## src/rtl/mux_scan_ctrl.sv

```systemverilog
// mux_scan_ctrl: sequences a downstream 2:1 mux select through input a and
// then input b. It waits dwell+1 cycles on each input, captures m_out for
// each, and pulses valid once both captures come from the same scan.
// Optional build macro: MUX_SCAN_CONTINUOUS_EN. When it is defined, scans
// repeat back-to-back until abort or rst.
module mux_scan_ctrl #(
  parameter int DWELL_W = 4
) (
  input  logic               clk,
  input  logic               rst,
  input  logic               start,
  input  logic               abort,
  input  logic [DWELL_W-1:0] dwell,
  input  logic               m_out,
  output logic               sel,
  output logic               cap_a,
  output logic               cap_b,
  output logic               valid,
  output logic               busy
);

  typedef enum logic [1:0] {
    IDLE     = 2'd0,
    SETTLE_A = 2'd1,
    SETTLE_B = 2'd2,
    DONE     = 2'd3
  } state_t;

  state_t             state_q, state_d;
  logic [DWELL_W-1:0] cnt_q, cnt_d;
  logic [DWELL_W-1:0] dwell_q, dwell_d;
  logic               cap_a_q, cap_a_d;
  logic               cap_b_q, cap_b_d;
  logic               sel_q, sel_d;
  logic               valid_q, valid_d;
  logic               busy_q, busy_d;

  // State, counter, captures and registered outputs; async reset clears all.
  always_ff @(posedge clk or posedge rst) begin
    if (rst) begin
      state_q <= IDLE;
      cnt_q   <= '0;
      dwell_q <= '0;
      cap_a_q <= 1'b0;
      cap_b_q <= 1'b0;
      sel_q   <= 1'b0;
      valid_q <= 1'b0;
      busy_q  <= 1'b0;
    end else begin
      state_q <= state_d;
      cnt_q   <= cnt_d;
      dwell_q <= dwell_d;
      cap_a_q <= cap_a_d;
      cap_b_q <= cap_b_d;
      sel_q   <= sel_d;
      valid_q <= valid_d;
      busy_q  <= busy_d;
    end
  end

  // Next-state logic. Abort wins over every transition and the counter only
  // loads or decrements from nonzero. Outputs are decoded from the next state
  // so that the registered outputs line up with the state they describe.
  always_comb begin
    state_d = state_q;
    cnt_d   = cnt_q;
    dwell_d = dwell_q;
    cap_a_d = cap_a_q;
    cap_b_d = cap_b_q;
    case (state_q)
      IDLE: begin
        if (start && !abort) begin
          dwell_d = dwell;
          cnt_d   = dwell;
          state_d = SETTLE_A;
        end
      end
      SETTLE_A: begin
        if (abort) begin
          state_d = IDLE;
        end else if (cnt_q == '0) begin
          cap_a_d = m_out;
          cnt_d   = dwell_q;
          state_d = SETTLE_B;
        end else begin
          cnt_d = cnt_q - DWELL_W'(1);
        end
      end
      SETTLE_B: begin
        if (abort) begin
          state_d = IDLE;
        end else if (cnt_q == '0) begin
          cap_b_d = m_out;
          state_d = DONE;
        end else begin
          cnt_d = cnt_q - DWELL_W'(1);
        end
      end
      DONE: begin
        if (abort) begin
          state_d = IDLE;
        end else begin
`ifdef MUX_SCAN_CONTINUOUS_EN
          cnt_d   = dwell_q;
          state_d = SETTLE_A;
`else
          state_d = IDLE;
`endif
        end
      end
      default: state_d = IDLE;
    endcase
    sel_d   = (state_d == SETTLE_B);
    valid_d = (state_d == DONE);
    busy_d  = (state_d != IDLE);
  end

  assign sel   = sel_q;
  assign cap_a = cap_a_q;
  assign cap_b = cap_b_q;
  assign valid = valid_q;
  assign busy  = busy_q;

endmodule

```

## config.mk

```make
export PLATFORM = sky130hd
export DESIGN_NAME = mux_scan_ctrl
export DESIGN_NICKNAME = d
export VERILOG_FILES = /design/src/rtl/mux_scan_ctrl.sv
export SDC_FILE = /design/constraint.sdc
export NUM_CORES = 1
export LEC_CHECK = 0
export BUFFER_PORTS_ARGS = -buffer_cell sky130_fd_sc_hd__buf_4
export CORE_ASPECT_RATIO = 0.9
export CORE_UTILIZATION = 54
export DETAILED_ROUTE_END_ITERATION = 10
export GPL_TIMING_DRIVEN = 0
export HOLD_SLACK_MARGIN = 0.05
export PLACE_DENSITY = 0.77
export SLEW_MARGIN = 20
export SYNTH_ARGS = -nofsm -noshare
export SYNTH_HDL_FRONTEND = slang
export SYNTH_SLANG_ARGS = --single-unit
export TNS_END_PERCENT = 50
```

## constraint.sdc

```tcl
create_clock -name clk -period 2.3 [get_ports clk]
set_input_delay 0.46 -clock clk [delete_from_list [all_inputs] [get_ports clk]]
set_output_delay 0.46 -clock clk [all_outputs]
set_load 0.005 [all_outputs]
```

# --- Yosys cells after proc, flatten, opt, wreduce, memory -nomap -nowiden ---
# Cells that the tools add are included.
# W data, S select, Z words.
totals:
  reg_bits: 15
  input_bits: 9
  out_inout_bits: 5
  wordCells: 41
op_classes:
  n_bitwise: 1
  n_eq_ne: 9
  mux: 12
  n_reduce_logical: 10
  addsub: 1
ops:
  columns: ["op", "n"]
  rows:
  - ["$mux W4", 5]
  - ["$pmux W4 S3", 1]
  - ["$mux W2", 5]
  - ["$eq A2 B2 Y1 const B", 4]
  - ["$ne A2 B2 Y1 const B", 4]
  - ["$pmux W2 S4", 1]
  - ["$reduce_and A3 Y1", 2]
  - ["$reduce_and A5 Y1", 1]
  - ["$logic_not A4 Y1", 1]
  - ["$sub A4 B1 Y4 const B", 1]
  - ["$reduce_bool A3 Y1", 1]
  - ["$eq A2 B1 Y1 const B", 1]
  - ["$logic_not A2 Y1", 1]
  - ["$reduce_and A2 Y1", 1]
  - ["$reduce_bool A2 Y1", 1]
  - ["$logic_and A1 B1 Y1", 1]
  - ["$logic_not A1 Y1", 1]
  - ["$not A1 Y1", 1]

# --- Depth between registers and ports, before layout ---
# Gate-level depths: netlist of run 1.
depth:
  word_depth: 5
  mapped_depth: 7
  ltp_nobuf: 6

# --- Worst setup path before layout of run 1 ---
# No wires, ideal clock.
synth_timing:
  path_kind: "register -> register"
  from: "register state_q[0]"
  to: "register cnt_q[0]"
  slack_ns: 0.463
  arrival_ns: 1.716
  t_required_ns: 2.179
  path_stages_with_launch: 7
  path_buffers: 1
  setup_ns: 0.121
  synth_period_minus_slack_ns: 1.837
  cell_sequence: "dfrtp_1 -> inv_1 -> ha_1 -> clkbuf_1 -> and4bb_2 -> a2111o_1 -> a22o_1"
synth_via:
  elab_chain_len: 3
  word_cells_on_any_way: 10
  cone_classes: "eq/ne: 6; mux: 1; reduce/logical: 3"
synth_lines:
  columns: ["item", "line", "rtl"]
  rows:
  - ["start, declared", "29", "state_t state_q, state_d;"]
  - ["start signal, assigned", "50", "state_q <= state_d;"]
  - ["$eq A2 B2 Y1, or another cell as far along", "70", "case (state_q)"]
  - ["$ne A2 B2 Y1 (no source line) / $reduce_bool A3 Y1 (equally long branches)", null, null]
  - ["$reduce_and A5 Y1 (no source line)", null, null]
  - ["end signal, assigned", "51", "cnt_q <= cnt_d;"]
  - ["end, declared", "30", "logic [DWELL_W-1:0] cnt_q, cnt_d;"]
# Several ways; a longest one is shown, not always the timed one.
# A chain may end at the register's enable or synchronous reset.

# --- Worst setup path after layout of run 1 ---
layout_timing:
  from: "register state_q[0]"
  to: "register cnt_q[1]"
# The elaborated chain is that of the path after synthesis.

==> results of run 1 <==
## cells by family after synthesis
kind of cell               share of synthesized area, %
muxes                                              9.24
xor gates and xnor gates                           1.96
adders and majority gates                          9.80
buffers and inverters                              5.46
and+or+nand+nor                                    14.8
DFF                                                42.0
AOI/OAI and AO/OA                                  16.7
## worst min path at each step
stage / start / endpoint / slack [ps] / cells past startpoint
final: rst / cap_b / 220 / 2
after global routing: rst / sel / 270 / 2
after CTS: rst / cap_b / 240 / 2
after detailed placement: dwell_q[0] / dwell_q[0] / 490 / 1
after global placement: dwell_q[1] / dwell_q[1] / 480 / 1
after floorplan: rst / busy / 360 / 1
## flip-flops by register name (all words and copies together) (netlist names)
register  count
valid         1
state_q       2
dwell_q       4
cnt_q         4
cap_a         1
cap_b         1
sel           1
busy          1
## worst reg2reg max path, cell delays in order, from the launching register on
cell,delay (ps)
dfrtp_1,440
inv_1,110
ha_1,200
clkbuf_1,200
and4bb_2,300
a2111o_1,480
o31ai_1,300
## cell usage in the layout, fill, tap and decap left out
| cell | netlist | routed |
|---|---|---|
| xor2_1 | 2 | 2 |
| o21ai_0 | 3 | 3 |
| and2_1 | 1 | 1 |
| clkbuf_4 | 0 | 3 |
| a31oi_1 | 1 | 1 |
| and4bb_2 | 1 | 1 |
| o31ai_1 | 2 | 2 |
| or2_2 | 3 | 3 |
| a22o_1 | 1 | 1 |
| nand2_1 | 8 | 8 |
| or3b_1 | 1 | 1 |
| a2111o_1 | 1 | 1 |
| a221oi_2 | 1 | 1 |
| o22ai_1 | 1 | 1 |
| buf_4 | 1 | 14 |
| nor2_1 | 7 | 7 |
| a2bb2oi_1 | 1 | 1 |
| nor3_1 | 1 | 1 |
| o211a_1 | 1 | 1 |
| buf_6 | 1 | 1 |
| mux2_2 | 6 | 6 |
| inv_1 | 7 | 7 |
| mux2_4 | 1 | 1 |
| o21a_1 | 2 | 2 |
| dfrtp_1 | 15 | 15 |
| nor2b_1 | 2 | 2 |
| a21oi_1 | 4 | 4 |
| nand2b_1 | 1 | 1 |
| clkbuf_1 | 1 | 2 |
| o221ai_1 | 2 | 2 |
| or2_1 | 1 | 1 |
| ha_1 | 7 | 7 |
## area by class of cell
class	count	area share [%]
Sequential cell	15	35.9
Timing Repair Buffer	13	9.34
Inverter	7	2.51
Clock buffer	4	2.51
Buffer	3	2.16
Tap cell	22	2.63
Multi-Input combinational cell	62	44.9
## metrics by stage
stage	cell area [um^2]	hold slack [ps]	setup WS (ps)
6_report	1040	217	187
5_1_grt	1040	275	68.4
4_1_cts	1040	240	191
3_5_place_dp	1020	495	212
3_3_place_gp	1020	484	275
2_1_floorplan	893	361	463
## power by group
part / internal, mW / switching (mW)
Combinational: 0.311 / 0.323
Sequential: 0.367 / 0.0824
Clock: 0.0674 / 0.0783
Total: 0.745 / 0.483
## metal layers
metal	wire length, um	global-route usage, %	share of wire, %
met5	0	0	0
met4	10	15.2	0.56
met3	41	2.70	2.3
met2	886	37.1	49
met1	855	30.2	48
==> flow_summary.yaml, run 1 <==
die:
  io_pins: 14
  die_x_um: 44.9
  die_h_um: 40.6
  core_region_area_um2: 1500
  start_util_pct: 59.7
  rows: 13
  die_area_um2: 1820
synth:
  syn_area_per_cell_um2: 10.3
  seq_area_frac_synth_pct: 42.0
  synth_fp_nets: 103
  ys_warn_count: 0
  synth_edf_count: 0
  netlist_area_um2: 893
  synth_area_leaders: "dfrtp_1, ha_1, mux2_2, nand2_1, inv_1"
  yosysMostFrequentCell: "dfrtp_1"
  yosys.area.top_type_share_pct: 42.0
  synthArstFlopShare_pct: 100
  yosys_register_bits: 15
  ys_types: 31
  synth_common_cells: "dfrtp_1, nand2_1, ha_1, inv_1, nor2_1"
  yosysTopAreaCell: "dfrtp_1"
  synthCells: 87
  ys_dominant_reg_cell: "dfrtp_1"
clocking:
  cts_resized: 0
  cts_setup_buffers: 0
  cts_tree: "built"
  cts.clk_slew.worst_paths_ps: 80
  cts_num_sinks: 15
  htreeDepth: 1
  cts_buffers: 3
  clock_path_buffers: 2
  clk_latency_ps: 280
  ctsHoldBuffers: 0
  root_buffer: "clkbuf_4"
sta:
  relSlewSlack_pct: 63.9
  min_period_over_period_pct: 91.9
  hold_viol: 0
  tns_ps: 0
  max_clock_freq_mhz: 473
  rsz0062_at_grt: "no"
  maxSlewViolCount: 0
  setup_viol: 0
  tightest_slew_ps: 542
  finalCriticalPeriod_ps: 2110
  finalClockSkew_ps: 0.486
pwr:
  powerDensity_nw_per_um2: 1180
  p_leak_nw: 0.503
  p_total_mw: 1.23
  ir_drop_v: 0.000623
finish:
  nets: 121
  num-fill-cells: 131
  layout-drive-gt1-share_pct: 28.8
  regArea_um2: 375
  final_cells: 126
  multi_input_comb_area_um2: 469
  final_util_pct: 69.8
  area_growth_pct: 16.9
  diodes: 0
setup_path:
  crit_chain: "inv_1, ha_1, clkbuf_1, and4bb_2, a2111o_1, o31ai_1"
  path_class: "register to register"
  ff2ff_path_depth: 6
  cp-endpoint: "cnt_q[1]"
  cp-end-kind: "register"
  crit_fanout: 8
  cp_slowest_stage_delay_ps: 480
  ff2ff_setup_slack_ps: 190
  crit_start: "state_q[0]"
  critPathSlowestCell: "a2111o_1"
  crit_cells: 6
  start_kind: "register"
  critPathArrivalTime_ps: 2290
  path_buf_inv: 2
  worstReg2RegEnd: "cnt_q[1]"
  r2r_start: "state_q[0]"
  cp.required_ps: 2480
  crit_family: "compound AO/OA/AOI/OAI gates"
global_routing:
  grt_pass1_wl_um: 2800
  grt_max_degree: 16
  antenna_found_initial: 0
  overflow: 0
  grt_pass1_vias: 634
  grt_usage_pct: 23.2
status:
  status: "complete, no violations"
route:
  avgViaCountPerCell: 5.39
  ant_nets: 0
  drt_iter0_markers: 12
  via_count: 679
  post-route-drc-count: 0
  totalWireLength_um: 1790
  routedWlPerCell_um: 14.2
  dr.pass1.iters: 4
place:
  gp_routability_congestion: 0.805
  dpl.cell_count: 122
  port_buffers: 13
  dp_hpwl_um: 1340
run:
  maxCapViolations: 0
min_path:
  hp-class: "input pin to async pin"
Power figures use the tool's default switching activity.
==> inputs of run 2 (changes only) <==
- CELL_PAD_IN_SITES_DETAIL_PLACEMENT: unset -> 0
- CELL_PAD_IN_SITES_GLOBAL_PLACEMENT: unset -> 1
- CORE_UTILIZATION: 54 -> 42
- PLACE_DENSITY: 0.77 -> unset
- PLACE_DENSITY_LB_ADDON: unset -> 0.1
==> run 2 against run 1 <==
Effect of this change: final area grew 0.36%; via count shrank 4.0%; count of clock-buffer cells in the layout is the same; maximum frequency grew 1.7%; non-clock buffer count is the same; global-route usage shrank 5.5 points; die area grew 27%; power shrank 0.88%; combinational power shrank 2%; critical path depth is the same; worst setup slack gained 35 ps; cell count grew 2.4%; critical path type unchanged; highest routed layer unchanged.
==> flow_summary.yaml, run 2 (same netlist as run 1, synthesis figures left out) <==
setup_path:
  cp.required_ps: 2480
  path_class: "register to register"
  critPathArrivalTime_ps: 2260
  r2r_start: "state_q[0]"
  ff2ff_path_depth: 6
  worstReg2RegEnd: "cnt_q[0]"
  cp-end-kind: "register"
  start_kind: "register"
  crit_fanout: 8
  ff2ff_setup_slack_ps: 220
pwr:
  ir_drop_v: 0.000473
  p_leak_nw: 0.503
  powerDensity_nw_per_um2: 1160
clocking:
  root_buffer: "clkbuf_4"
  cts.clk_slew.worst_paths_ps: 100
  clk_latency_ps: 280
  clock_path_buffers: 2
  htreeDepth: 1
  cts_tree: "built"
  ctsHoldBuffers: 0
  cts_num_sinks: 15
  cts_resized: 0
  cts_setup_buffers: 0
  cts_buffers: 3
finish:
  layout-drive-gt1-share_pct: 28.8
  diodes: 0
  nets: 121
  area_growth_pct: 17.4
  final_cell_mix: "dfrtp_1, buf_4, nand2_1"
  largestRegisters: "cnt_q x4, dwell_q x4, state_q x2"
  final_common_cell: "dfrtp_1"
  final_cells: 129
  num-fill-cells: 194
sta:
  maxSlewViolCount: 0
  fin_ws_ps: 223
  min_period_over_period_pct: 90.3
  finalClockSkew_ps: 9.16
  setup_viol: 0
  tightest_slew_ps: 590
  hold_viol: 0
  finalCriticalPeriod_ps: 2080
  max_clock_freq_mhz: 481
  rsz0062_at_grt: "no"
  tns_ps: 0
  relSlewSlack_pct: 60.6
global_routing:
  grt_max_degree: 16
  grt_pass1_wl_um: 2860
  antenna_found_initial: 0
  grt_pass1_vias: 615
  overflow: 0
  grt_usage_pct: 17.6
place:
  port_buffers: 13
  post-place-ws_ps: 219
  dpl.cell_count: 125
  gp_routability_congestion: 0.779
  dp_hpwl_um: 1250
route:
  routedWlPerCell_um: 13.7
  ant_nets: 0
  via_count: 652
  drt_iter0_markers: 7
  post-route-drc-count: 0
  avgViaCountPerCell: 5.05
  totalWireLength_um: 1770
  dr.pass1.iters: 4
die:
  die_area_um2: 2320
  io_pins: 14
  rows: 15
  core_region_area_um2: 1950
  die_h_um: 45.8
  die_x_um: 50.6
  start_util_pct: 45.8
status:
  status: "complete, no violations"
min_path:
  hp-class: "input pin to async pin"
run:
  maxCapViolations: 0
run 2: cell counts in the layout (fill, tap and decap cells not counted):
No cell type changed its count.
run 2: layer usage:
layer	track usage, %	part of all wire (%)
met2	26.7	44
met4	8.33	0.56
met1	25.4	53
met3	2.00	2.3
met5	0	0
run 2: report_power, final:
group | internal (mW) | total, mW | switching [mW]
logic | 0.310 | 0.621 | 0.311
registers | 0.366 | 0.442 | 0.0758
clock network | 0.0672 | 0.154 | 0.0872
run 2: worst max-delay path by stage:
stage / start / end / slack [ps] / cells after the start
6_report: state_q[0] / cnt_q[0] / 220 / 6
5_1_grt: state_q[0] / cnt_q[3] / 80 / 7
4_1_cts: state_q[0] / cnt_q[0] / 220 / 6
3_5_place_dp: state_q[0] / cnt_q[0] / 220 / 6
3_3_place_gp: state_q[0] / cnt_q[0] / 220 / 6
2_1_floorplan: state_q[0] / cnt_q[0] / 460 / 6
run 2: critical path: stages (launching register included):
cell and delay, ps:
dfrtp_1 430, inv_1 100, ha_1 200, clkbuf_1 210
and4bb_2 290, a2111o_1 480, a22o_1 270
run 2: cell type report:
class	instances	area (um^2)	area share, %
plain buffers	3	22.5	2.15
clock buffers	4	26.3	2.51
inverters	7	26.3	2.51
multi-input cells	62	469	44.7
flip-flops and latches	15	375	35.8
well taps	25	31.3	2.98
repair buffers	13	97.6	9.31
run 2: through the flow:
stage	area, um^2	util, %	power, mW	hold slack [ps]
floorplan	893	-	0.912	361
global placement	1020	52.4	1.06	488
detailed placement	1020	52.4	1.07	488
CTS	1050	53.7	1.22	256
global route	1050	53.7	1.32	283
finish	1050	53.7	1.22	233
==> inputs of run 3 (changes only) <==
- CELL_PAD_IN_SITES_DETAIL_PLACEMENT: 0 -> 1
- CELL_PAD_IN_SITES_GLOBAL_PLACEMENT: 1 -> 2
- CORE_UTILIZATION: 42 -> 34
- RECOVER_POWER: unset -> 100
- SETUP_SLACK_MARGIN: unset -> 0.1
==> run 3 against run 2 <==
Effect of this change: sequential power is 0.9% higher; wire length is 17% higher; register-to-register slack hardly changed; sequential cell count stayed put; largest cell class unchanged; highest routed layer unchanged.
==> flow_summary.yaml, run 3 (same netlist as run 1, synthesis figures left out) <==
status:
  status: "complete, no violations"
route:
  via_count: 700
  totalWireLength_um: 2080
  avgViaCountPerCell: 5.30
  post-route-drc-count: 0
  drt_iter0_markers: 12
  ant_nets: 0
  dr.pass1.iters: 4
  routedWlPerCell_um: 15.7
setup_path:
  cp-end-kind: "register"
  crit_fanout: 8
  r2r_start: "state_q[0]"
  critPathArrivalTime_ps: 2250
  crit_start: "state_q[0]"
  cp.required_ps: 2470
  path_class: "register to register"
  start_kind: "register"
die:
  die_h_um: 50.6
  io_pins: 14
  die_area_um2: 2840
  rows: 17
  start_util_pct: 36.2
  die_x_um: 56.0
  core_region_area_um2: 2470
sta:
  max_clock_freq_mhz: 482
  maxSlewViolCount: 0
  tightest_slew_ps: 601
  relSlewSlack_pct: 59.9
  min_period_over_period_pct: 90.3
  rsz0062_at_grt: "no"
  tns_ps: 0
  setup_viol: 0
  hold_viol: 0
  finalClockSkew_ps: 6.18
  fin_ws_ps: 224
  finalCriticalPeriod_ps: 2080
clocking:
  cts.clk_slew.worst_paths_ps: 90
  htreeDepth: 1
  clock_path_buffers: 2
  cts_resized: 0
  cts_buffers: 3
  clk_latency_ps: 280
  ctsHoldBuffers: 0
  cts_num_sinks: 15
  cts_tree: "built"
  root_buffer: "clkbuf_4"
  cts_setup_buffers: 0
finish:
  final_common_cell: "dfrtp_1"
  layout-drive-gt1-share_pct: 30.8
  area_growth_pct: 18.5
  final_cell_mix: "dfrtp_1, clkbuf_4, buf_4, nand2_1"
  diodes: 0
  nets: 121
  largestRegisters: "cnt_q x4, dwell_q x4, state_q x2"
  stdcell_area_um2: 1060
  num-fill-cells: 296
pwr:
  switchingPower_mw: 0.503
  p_clk_share_pct: 12.2
  p_seq_share_pct: 35.7
  ir_drop_v: 0.000665
  p_leak_nw: 0.502
  swShare_pct: 40.2
  p_int_mw: 0.747
  p_total_mw: 1.25
  powerDensity_nw_per_um2: 1180
  comb_power_share_pct: 52.1
place:
  post-place-ws_ps: 186
  placed_area_um2: 1030
  dp_hpwl_um: 1520
  port_buffers: 13
  gp_routability_congestion: 0.713
global_routing:
  overflow: 0
  grt_pass1_wl_um: 3720
  grt_pass1_vias: 756
  grt_max_degree: 16
  antenna_found_initial: 0
  grt_usage_pct: 17.5
min_path:
  hp-class: "input pin to async pin"
run:
  maxCapViolations: 0
run 3: final cells by class:
type	count	area (um^2)	share of cell area, %
sequential	15	375	35.5
buffer	3	23.8	2.25
tap	28	35.0	3.31
inverter	7	26.3	2.48
timing repair buffer	13	97.6	9.22
clock buffer	4	26.3	2.48
multi-input combinational	62	474	44.8
run 3: worst paths after layout:
check / to / slack (ps) / cells past startpoint
max: cnt_q[0] / 220 / 6
min: dwell_q[2] / 240 / 2
max reg2reg: cnt_q[0] / 220 / 6
min reg2reg: cap_a / 510 / 1
max in group asynchronous: cap_b / 1670 / 2
min in group clk: dwell_q[1] / 410 / 2
run 3: worst max-delay path, cell delays in order (launching register included):
cell	delay (ps)
dfrtp_1	430
inv_1	100
ha_1	200
clkbuf_2	190
and4bb_2	270
a2111o_1	500
a22o_1	280
run 3: power groups by stage:
| stage | combinational, mW | clock, mW | sequential [mW] |
|---|---|---|---|
| 2_1_floorplan | 0.481 | 0 | 0.431 |
| 3_3_place_gp | 0.620 | 0 | 0.448 |
| 3_5_place_dp | 0.640 | 0 | 0.454 |
| 4_1_cts | 0.647 | 0.159 | 0.447 |
| 5_1_grt | 0.748 | 0.171 | 0.462 |
| 6_report | 0.651 | 0.152 | 0.446 |
run 3: stage by stage:
step / instances / util [%] / hold WS [ps]
floorplan: 87 / - / 361
global route: 132 / 42.9 / 292
global placement: 128 / 41.6 / 488
finish: 132 / 42.9 / 241
CTS: 132 / 42.6 / 271
detailed placement: 128 / 41.6 / 494
run 3: metal layers:
metal / global-route usage (%) / wire [um] / vias up
met2: 29.0 / 968 / 10
met1: 23.7 / 1050 / 348
met4: 4.88 / 15 / 0
met5: 0 / 0 / -
li1: - / - / 340
met3: 3.09 / 46 / 2
